### src/rtl/pinball_pkg.sv
// Shared definitions for the pinball ball launch logic: FSM state encoding,
// default tuning constants and the launch speed helper.
package pinball_pkg;

    typedef enum logic [2:0] {
        ST_IDLE      = 3'd0,
        ST_ARMED     = 3'd1,
        ST_CHARGING  = 3'd2,
        ST_LAUNCH    = 3'd3,
        ST_IN_PLAY   = 3'd4,
        ST_LOST      = 3'd5,
        ST_GAME_OVER = 3'd6
    } state_t;

    localparam int DEF_MAX_CHARGE  = 15;
    localparam int DEF_CHARGE_DIV  = 4;
    localparam int DEF_LOST_FRAMES = 60;
    localparam int DEF_INIT_LIFE   = 3;
    localparam int DEF_BASE_SPEED  = 64;
    localparam int DEF_CHARGE_STEP = 16;
    localparam int DEF_LEVEL_STEP  = 8;
    localparam int DEF_MAX_SPEED   = 511;

    // Upward launch speed: magnitude built and capped at 12 bits, then negated.
    function automatic logic [10:0] launch_speed_neg(
        input logic [3:0] charge,
        input logic [3:0] level,
        input int         base_speed,
        input int         charge_step,
        input int         level_step,
        input int         max_speed
    );
        logic [11:0] raw;
        logic [11:0] capped;
        logic [11:0] neg;
        raw = 12'(base_speed) + (12'(charge) * 12'(charge_step))
            + (12'(level) * 12'(level_step));
        if (raw > 12'(max_speed)) begin
            capped = 12'(max_speed);
        end else begin
            capped = raw;
        end
        neg = 12'd0 - capped;
        return neg[10:0];
    endfunction

endpackage

### src/rtl/frame_tick_counter.sv
// Counts qualified frame ticks and flags the tick that completes TERM of them.
// The counter wraps to zero on that tick so it can run continuously.
module frame_tick_counter #(
    parameter int TERM = 4
) (
    input  logic clk,
    input  logic reset,
    input  logic clr,
    input  logic tick,
    output logic done
);

    localparam int            W      = (TERM > 1) ? $clog2(TERM) : 1;
    localparam logic [W-1:0]  LAST_C = W'(TERM - 1);
    localparam logic [W-1:0]  ZERO_C = W'(1'b0);
    localparam logic [W-1:0]  ONE_C  = W'(1'b1);

    logic [W-1:0] count_r;

    assign done = tick & ~clr & (count_r == LAST_C);

    // Tick counter: clear has priority, wrap on the terminal tick.
    always_ff @(posedge clk) begin
        if (reset) begin
            count_r <= ZERO_C;
        end else if (clr) begin
            count_r <= ZERO_C;
        end else if (done) begin
            count_r <= ZERO_C;
        end else if (tick) begin
            count_r <= count_r + ONE_C;
        end else begin
            count_r <= count_r;
        end
    end

endmodule

### src/rtl/ball_launch_controller.sv
// Ball launch controller: arms on game start, charges a spring while the
// launch key is held, fires a one-cycle launch pulse with a speed derived from
// charge and level, and tracks lives across ball losses. Outputs are decoded
// from the next state and registered, so they change one cycle after the
// qualifying input.
module ball_launch_controller
    import pinball_pkg::*;
#(
    parameter int MAX_CHARGE  = DEF_MAX_CHARGE,
    parameter int CHARGE_DIV  = DEF_CHARGE_DIV,
    parameter int LOST_FRAMES = DEF_LOST_FRAMES,
    parameter int INIT_LIFE   = DEF_INIT_LIFE,
    parameter int BASE_SPEED  = DEF_BASE_SPEED,
    parameter int CHARGE_STEP = DEF_CHARGE_STEP,
    parameter int LEVEL_STEP  = DEF_LEVEL_STEP,
    parameter int MAX_SPEED   = DEF_MAX_SPEED
) (
    input  logic               clk,
    input  logic               resetN,
    input  logic               startOfFrame,
    input  logic               start,
    input  logic               key5IsPressed,
    input  logic               collisionSmileyBorderBottom,
    input  logic [3:0]         level,
    output logic               launch,
    output logic signed [10:0] launchSpeedY,
    output logic [3:0]         springLevel,
    output logic               ballHold,
    output logic               pause,
    output logic               gameOver,
    output logic [3:0]         life
);

    localparam logic [3:0] MAX_CHARGE_C = 4'(MAX_CHARGE);
    localparam logic [3:0] INIT_LIFE_C  = 4'(INIT_LIFE);

    state_t      state_r;
    state_t      state_nxt_s;
    logic [3:0]  charge_r;
    logic [3:0]  charge_nxt_s;
    logic [3:0]  life_r;
    logic [3:0]  life_nxt_s;
    logic        start_prev_r;
    logic        start_edge_s;
    logic        launch_r;
    logic [10:0] speed_r;
    logic [10:0] speed_s;
    logic        ball_hold_r;
    logic        pause_r;
    logic        game_over_r;

    logic        div_tick_s;
    logic        div_clr_s;
    logic        div_done_s;
    logic        lost_tick_s;
    logic        lost_clr_s;
    logic        lost_done_s;

    assign start_edge_s = start & ~start_prev_r;
    assign speed_s      = launch_speed_neg(charge_r, level, BASE_SPEED,
                                           CHARGE_STEP, LEVEL_STEP, MAX_SPEED);

    // Release wins over a same-cycle frame pulse because the tick needs the key.
    assign div_tick_s  = startOfFrame & key5IsPressed & (state_r == ST_CHARGING);
    assign div_clr_s   = key5IsPressed & (state_r == ST_ARMED);
    assign lost_tick_s = startOfFrame & (state_r == ST_LOST) & (life_r != 4'd0);
    assign lost_clr_s  = collisionSmileyBorderBottom & (state_r == ST_IN_PLAY);

    frame_tick_counter #(.TERM(CHARGE_DIV)) u_charge_div (
        .clk   (clk),
        .reset (resetN),
        .clr   (div_clr_s),
        .tick  (div_tick_s),
        .done  (div_done_s)
    );

    frame_tick_counter #(.TERM(LOST_FRAMES)) u_lost_delay (
        .clk   (clk),
        .reset (resetN),
        .clr   (lost_clr_s),
        .tick  (lost_tick_s),
        .done  (lost_done_s)
    );

    // Next-state, charge and life update logic.
    always_comb begin
        state_nxt_s  = state_r;
        charge_nxt_s = charge_r;
        life_nxt_s   = life_r;
        case (state_r)
            ST_IDLE: begin
                if (start) begin
                    life_nxt_s  = INIT_LIFE_C;
                    state_nxt_s = ST_ARMED;
                end else begin
                    state_nxt_s = ST_IDLE;
                end
            end
            ST_ARMED: begin
                if (key5IsPressed) begin
                    charge_nxt_s = 4'd0;
                    state_nxt_s  = ST_CHARGING;
                end else begin
                    state_nxt_s  = ST_ARMED;
                end
            end
            ST_CHARGING: begin
                if (!key5IsPressed) begin
                    if (charge_r == 4'd0) begin
                        state_nxt_s = ST_ARMED;
                    end else begin
                        state_nxt_s = ST_LAUNCH;
                    end
                end else if (div_done_s && (charge_r < MAX_CHARGE_C)) begin
                    charge_nxt_s = charge_r + 4'd1;
                end else begin
                    charge_nxt_s = charge_r;
                end
            end
            ST_LAUNCH: begin
                charge_nxt_s = 4'd0;
                state_nxt_s  = ST_IN_PLAY;
            end
            ST_IN_PLAY: begin
                if (collisionSmileyBorderBottom) begin
                    if (life_r != 4'd0) begin
                        life_nxt_s = life_r - 4'd1;
                    end else begin
                        life_nxt_s = 4'd0;
                    end
                    state_nxt_s = ST_LOST;
                end else begin
                    state_nxt_s = ST_IN_PLAY;
                end
            end
            ST_LOST: begin
                if (life_r == 4'd0) begin
                    state_nxt_s = ST_GAME_OVER;
                end else if (lost_done_s) begin
                    state_nxt_s = ST_ARMED;
                end else begin
                    state_nxt_s = ST_LOST;
                end
            end
            ST_GAME_OVER: begin
                if (start_edge_s) begin
                    life_nxt_s  = INIT_LIFE_C;
                    state_nxt_s = ST_ARMED;
                end else begin
                    state_nxt_s = ST_GAME_OVER;
                end
            end
            default: begin
                state_nxt_s  = ST_IDLE;
                charge_nxt_s = 4'd0;
                life_nxt_s   = 4'd0;
            end
        endcase
    end

    // State, datapath and output registers; outputs follow the next state.
    always_ff @(posedge clk) begin
        if (resetN) begin
            state_r      <= ST_IDLE;
            charge_r     <= 4'd0;
            life_r       <= 4'd0;
            start_prev_r <= 1'b0;
            launch_r     <= 1'b0;
            speed_r      <= 11'd0;
            ball_hold_r  <= 1'b0;
            pause_r      <= 1'b1;
            game_over_r  <= 1'b0;
        end else begin
            state_r      <= state_nxt_s;
            charge_r     <= charge_nxt_s;
            life_r       <= life_nxt_s;
            start_prev_r <= start;
            launch_r     <= (state_nxt_s == ST_LAUNCH);
            if ((state_nxt_s == ST_LAUNCH) && (state_r != ST_LAUNCH)) begin
                speed_r <= speed_s;
            end else begin
                speed_r <= speed_r;
            end
            ball_hold_r  <= (state_nxt_s == ST_ARMED) || (state_nxt_s == ST_CHARGING);
            pause_r      <= (state_nxt_s != ST_IN_PLAY) && (state_nxt_s != ST_LAUNCH);
            game_over_r  <= (state_nxt_s == ST_GAME_OVER);
        end
    end

    assign launch       = launch_r;
    assign launchSpeedY = $signed(speed_r);
    assign springLevel  = charge_r;
    assign ballHold     = ball_hold_r;
    assign pause        = pause_r;
    assign gameOver     = game_over_r;
    assign life         = life_r;

endmodule

### config.mk
export PLATFORM = sky130hd
export DESIGN_NAME = ball_launch_controller
export DESIGN_NICKNAME = d
export VERILOG_FILES = /design/src/rtl/pinball_pkg.sv /design/src/rtl/frame_tick_counter.sv /design/src/rtl/ball_launch_controller.sv
export SDC_FILE = /design/constraint.sdc
export NUM_CORES = 1
export LEC_CHECK = 0
export CORE_MARGIN = 8
export CORE_UTILIZATION = 45
export DETAILED_ROUTE_END_ITERATION = 8
export PLACE_DENSITY_LB_ADDON = 0.12
export SYNTH_ARGS = -nofsm -noshare
export SYNTH_HDL_FRONTEND = slang
export SYNTH_HIERARCHICAL = 1
export SYNTH_SLANG_ARGS = --single-unit
### constraint.sdc
create_clock -name clk -period 2.7 [get_ports clk]
set_input_delay 0.405 -clock clk [delete_from_list [all_inputs] [get_ports clk]]
set_output_delay 0.405 -clock clk [all_outputs]
set_load 0.02 [all_outputs]
==> impl_metrics.toml, run 1 <==
[worst_setup_path]
path_max_fanout = 4
end_kind = "flip-flop"
cp_slowest_cell = "nor3_1"
slowest_delay_ns = 0.42
critPathBufInv = 2
crit_arrival_ns = 2.58
crit_family = "simple AND/OR/NAND/NOR gates"
worstSetupPathType = "flip-flop to flip-flop"
worst_ep_required_time_ns = 2.91
cp-start-kind = "flip-flop"
worstPathCellList = "inv_1 > ha_1 > nor3b_1 > nor3_1 > nand4_4 > nor2_1 > inv_1 > o21a_1 > o22ai_1 > nor2_1 > a31oi_1"

[sta]
drv_slew = 0
min_period_over_period = 0.8753
hold_viol = 0
max_freq_ghz = 0.4232
setup_viol = 0
finClkSkew_ns = 0.003629
fin_crit_ns = 2.363
rsz0062_at_grt = "false"
tns_ns = 0

[clock_tree]
ctsHoldBuffers = 0
post_cts_buffers = 0
cts_tree = "yes"
clk_latency_ns = 0.29
ctsResizeCount = 0
clock_sinks = 32
cts_made_buffers = 5
h-tree-depth = 2
path_clk_slew_ns = 0.07
cts_root_buf = "clkbuf_8"
clk_path_buf_depth = 2

[power_and_ir_drop]
power.switching_mw = 0.3036
power_mw = 1.156
seqPwrFrac = 0.439
clkPwrFrac = 0.394
p_comb_frac = 0.167
sw_frac_of_total = 0.2625
p_leak_nw = 0.9624
ir_drop_mv = 0.3425
intPower_mw = 0.8529
powerDensity_mw_per_mm2 = 491.6

[yosys]
synth_area_per_cell_sq_um = 8.833
synth-edff-count = 0
synthDistinctLibCells = 57
yosysWarnings = 6
synth.area.top_cells = "dfxtp_1, ha_1, nor2_1"
synth_ff_type = "dfxtp_1"
async_reset_ff_frac = 0
synthesis.area_sq_mm = 0.001926
yosysSeqAreaShare = 0.3327
ys_seq_elements = 32
synth.largest_area_cell = "dfxtp_1"
synth_cells = 218
synth.top_cell.area_share = 0.3327

[routing]
drtIter0Drc = 93
drt_pre_antenna_iters = 4
route.vias.total = 1597
wl_per_cell_microns = 14.06
finalWirelength_microns = 4246
drc_errors = 0
via_per_inst = 5.288
final_antenna_net_count = 0

[run]
maxCapViolCount = 0

[finish]
final_common_cell = "dfxtp_1"
area_growth_pct = 22.16
drive_gt1_frac = 0.09127
antenna_cells = 0
seq_area_sq_um = 640.6
multi_input_area_sq_mm = 0.001154
nets = 275
final_cell_mix = "dfxtp_1, clkdlybuf4s50_1, nor2_1"
fillers = 375

[global_route]
grt_pass1_vias = 1584
antenna_found_initial = 0
grt_pass1_wl_microns = 7493
gr-total-overflow = 0
grt_max_degree = 19
track_usage = 0.1422

[floorplanning]
core_sq_mm = 0.004058
rows = 23
boundaryPins = 33
die_width_microns = 81.42
die_y_microns = 81.42
start_util = 0.4746
dieArea_sq_mm = 0.006628

[place]
io_buffers = 29
place_congestion = 0.7826
dp_hpwl_microns = 3114

[run_status]
outcome = "finished clean"

[hold_path]
hold_path_class = "flip-flop to flip-flop"
==> cell families (layout without fill, tap and decap cells) <==
kind of cell,after synthesis,in the layout,share of synthesized area
buffers and inverters,26,58,0.07213
other,1,3,0.001947
AO/OA/AOI/OAI,41,41,0.1637
flip-flops,32,32,0.3327
AND/OR/NAND/NOR,88,88,0.2560
multiplexers,8,8,0.04224
XOR/XNOR,8,8,0.03638
adder cells (fa/ha/maj),14,14,0.09487
==> metal layers <==
layer / GRT usage / part of all wire / vias up
met5: 0 / 0 / -
met4: 0.05893 / 0.015 / 0
met3: 0.04694 / 0.075 / 7
met2: 0.1989 / 0.41 / 44
met1: 0.1943 / 0.50 / 722
li1: - / - / 824
==> worst min-delay path, cell delays in order (launching register included) <==
cell and delay, ns:
dfxtp_1 0.31, nand2_1 0.05, a21oi_1 0.05
==> Yosys cell counts (all sizes together), types with 2 or more instances <==
cell	instances
o31ai	3
nor2	29
nand2	14
xor2	4
nor3b	2
clkbuf	2
xnor2	4
nor2b	3
a21oi	9
mux2i	7
a31oi	2
nand3	6
nand3b	3
nand4	5
o21a	2
a211oi	5
ha	13
a41o	2
o21ai	5
a21o	3
and3b	3
dfxtp	32
inv	16
nand2b	7
or3b	3
nor3	4
buf	8
==> layout make-up <==
type,instances,area share
multi-input cells,162,0.4904
flip-flops and latches,32,0.2723
repair buffers,34,0.1394
clock buffers,6,0.03085
well taps,50,0.02660
inverters,16,0.02553
clock inverters,2,0.01489
==> path summary, 6_finish.rpt <==
kind,from,to,slack [ns],depth (start not counted)
worst min register to register,launchSpeedY[9]$_SDFFE_PP0P_,launchSpeedY[9]$_SDFFE_PP0P_,0.46,2
worst min-delay path,launchSpeedY[9]$_SDFFE_PP0P_,launchSpeedY[9]$_SDFFE_PP0P_,0.46,2
worst max register to register,life[0]$_SDFFE_PP0P_,pause$_SDFF_PP1_,0.34,11
worst max-delay path,life[0]$_SDFFE_PP0P_,pause$_SDFF_PP1_,0.34,11
==> flip-flops by register name, indices dropped and copies added, names as in the netlist, 2 cells and up <==
name	cells
launchSpeedY	8
u_charge_div/count_r	2
springLevel	4
life	4
u_lost_delay/count_r	6
state_r	3
==> stage by stage <==
step | std cells | utilization | cell area, sq um | setup slack (ns) | hold slack [ns]
after global placement | 294 | 0.5532 | 2245 | 0.2621 | 0.4429
after global routing | 302 | 0.5797 | 2352 | 0.09049 | 0.4972
final | 302 | 0.5797 | 2352 | 0.3368 | 0.4563
after detailed placement | 294 | 0.5532 | 2245 | 0.2427 | 0.4498
after CTS | 302 | 0.5797 | 2352 | 0.3483 | 0.4600
after floorplan | 220 | - | 1933 | 0.5462 | 0.4491
==> power groups by stage <==
stage | sequential [mW] | combinational, mW | clock (mW)
2_1_floorplan | 0.529 | 0.118 | 0
3_3_place_gp | 0.519 | 0.193 | 0
3_5_place_dp | 0.518 | 0.193 | 0
4_1_cts | 0.508 | 0.195 | 0.469
5_1_grt | 0.511 | 0.215 | 0.489
6_report | 0.508 | 0.193 | 0.456
No activity file was read; power rests on OpenSTA's default activity.
==> run 2, diff against run 1 <==
CTS_CLUSTER_SIZE = 30   (was unset)
SKIP_CTS_REPAIR_TIMING = 1   (was unset)
==> results of run 2 <==
No change in the layout: final DEF, timing and power equal those of run 1.
==> run 3, diff against run 2 <==
GPL_TIMING_DRIVEN = 0   (was unset)
==> run 3 against run 2 <==
- utilization grew 1.1 points
- die area is the same
- via count grew 0.19%
- global-route usage shrank 0.36 points
- count of clock-buffer cells in the layout shrank 1
- sequential share of layout area shrank 0.51 points
- clock skew is essentially flat
==> impl_metrics.toml, run 3 (same netlist as run 1, synthesis figures left out) <==
[global_route]
gr-total-overflow = 0
antenna_found_initial = 0
grt_pass1_vias = 1605
grt_max_degree = 12
grt_pass1_wl_microns = 7355
track_usage = 0.1386

[sta]
drv_slew = 0
min_period_over_period = 0.8596
hold_viol = 0
tns_ns = 0
max_freq_ghz = 0.4309
finClkSkew_ns = 0.003451
rsz0062_at_grt = "false"
setup_ws_ns = 0.3790
fin_crit_ns = 2.321
setup_viol = 0

[finish]
area_growth_pct = 24.50
antenna_cells = 0
final_common_cell = "dfxtp_1"
nets = 280
seq_area_sq_um = 640.6
multi_input_area_sq_mm = 0.001154
largest_reg_flops = 8
final_cell_mix = "dfxtp_1, clkdlybuf4s50_1, nor2_1"
fillers = 374
drive_gt1_frac = 0.1051

[worst_setup_path]
worstPathCellList = "buf_6 > nand2b_1 > nor2_1 > and3_1 > and3b_1 > inv_1 > a31oi_1 > a41oi_1 > o31ai_1 > a21oi_1"
cp_slowest_cell = "dfxtp_1"
ff2ff_path_depth = 10
path_max_fanout = 9
r2r_slack_ns = 0.38
critPathBufInv = 2
crit_family = "simple AND/OR/NAND/NOR gates"
worstSetupPathType = "flip-flop to flip-flop"
worst_ep_required_time_ns = 2.85
slowest_delay_ns = 0.31
end_kind = "flip-flop"
reg2reg_from = "state_r[0]$_SDFF_PP0_"
cp-start-kind = "flip-flop"
crit_arrival_ns = 2.47
regToRegEndpoint = "springLevel[3]$_SDFFE_PP0P_"

[clock_tree]
clock_sinks = 32
h-tree-depth = 2
clk_path_buf_depth = 2
path_clk_slew_ns = 0.07
cts_root_buf = "clkbuf_8"
cts_tree = "yes"
cts_made_buffers = 5
clk_latency_ns = 0.28

[floorplanning]
dieArea_sq_mm = 0.006628
core_sq_mm = 0.004058
die_y_microns = 81.42
die_width_microns = 81.42
boundaryPins = 33
rows = 23
start_util = 0.4746

[place]
place_congestion = 0.8586
io_buffers = 29
dp_hpwl_microns = 3156
pre_cts_ws_ns = 0.1043

[power_and_ir_drop]
power_mw = 1.171
p_leak_nw = 0.9844
ir_drop_mv = 0.4042
powerDensity_mw_per_mm2 = 488.4

[hold_path]
worstHoldEndpoint = "launchSpeedY[10]$_SDFFE_PP0P_"
hold_path_class = "flip-flop to flip-flop"
hold_path_depth = 2
hold_path.startpoint = "launchSpeedY[10]$_SDFFE_PP0P_"

[run]
maxCapViolCount = 0

[routing]
drc_errors = 0
drtIter0Drc = 70
route.vias.total = 1600
via_per_inst = 5.212
wl_per_cell_microns = 13.55
finalWirelength_microns = 4159
drt_pre_antenna_iters = 4
final_antenna_net_count = 0

[run_status]
outcome = "finished clean"
run 3: cell count changes in the layout (fill, tap and decap cells not counted):
cell | before | now
buf_6 | 0 | 3
clkbuf_1 | 1 | 2
clkinvlp_4 | 0 | 1
run 3: per-stage QoR:
step	utilization	instance area [sq um]	hold slack, ns	cells
floorplan	-	1933	0.4491	220
global placement	0.5634	2286	0.4494	299
detailed placement	0.5634	2286	0.4502	299
CTS	0.5908	2397	0.4613	307
global route	0.5908	2397	0.4884	307
finish	0.5908	2397	0.4589	307
run 3: final cells by class:
cell class / count / share of cell area
Timing Repair Buffer: 29 / 0.1211
Inverter: 16 / 0.02505
Clock buffer: 5 / 0.02871
Buffer: 10 / 0.03288
Clock inverter: 3 / 0.01775
Multi-Input combinational cell: 162 / 0.4812
Sequential cell: 32 / 0.2672
Tap cell: 50 / 0.02610
run 3: how the worst max path moves through the flow:
stage	slack (ns)	cells past startpoint	end	start
2_1_floorplan	0.55	8	launchSpeedY[8]$_SDFFE_PP0P_	springLevel[2]$_SDFFE_PP0P_
3_3_place_gp	0.13	10	launchSpeedY[8]$_SDFFE_PP0P_	level[2]
3_5_place_dp	0.10	10	launchSpeedY[8]$_SDFFE_PP0P_	level[2]
4_1_cts	0.38	10	springLevel[3]$_SDFFE_PP0P_	state_r[0]$_SDFF_PP0_
5_1_grt	0.17	10	springLevel[3]$_SDFFE_PP0P_	state_r[0]$_SDFF_PP0_
6_report	0.38	10	springLevel[3]$_SDFFE_PP0P_	state_r[0]$_SDFF_PP0_
run 3: routing by layer:
layer / up-vias / part of all wire / GRT usage
met4: 0 / 0.015 / 0.05714
met5: - / 0 / 0
met2: 30 / 0.42 / 0.2100
li1: 834 / - / -
met1: 730 / 0.50 / 0.1816
met3: 6 / 0.057 / 0.03712
run 3: report_power, final:
group / internal, mW / switching, mW
Combinational: 0.0947 / 0.113
Sequential: 0.491 / 0.0103
Clock: 0.273 / 0.189
Total: 0.858 / 0.313
run 3: worst register-to-register path, cell delays in order, from the launching register on:
cell	delay, ns
dfxtp_1	0.31
buf_6	0.13
nand2b_1	0.17
nor2_1	0.26
and3_1	0.27
and3b_1	0.22
inv_1	0.06
a31oi_1	0.31
a41oi_1	0.17
o31ai_1	0.21
a21oi_1	0.09
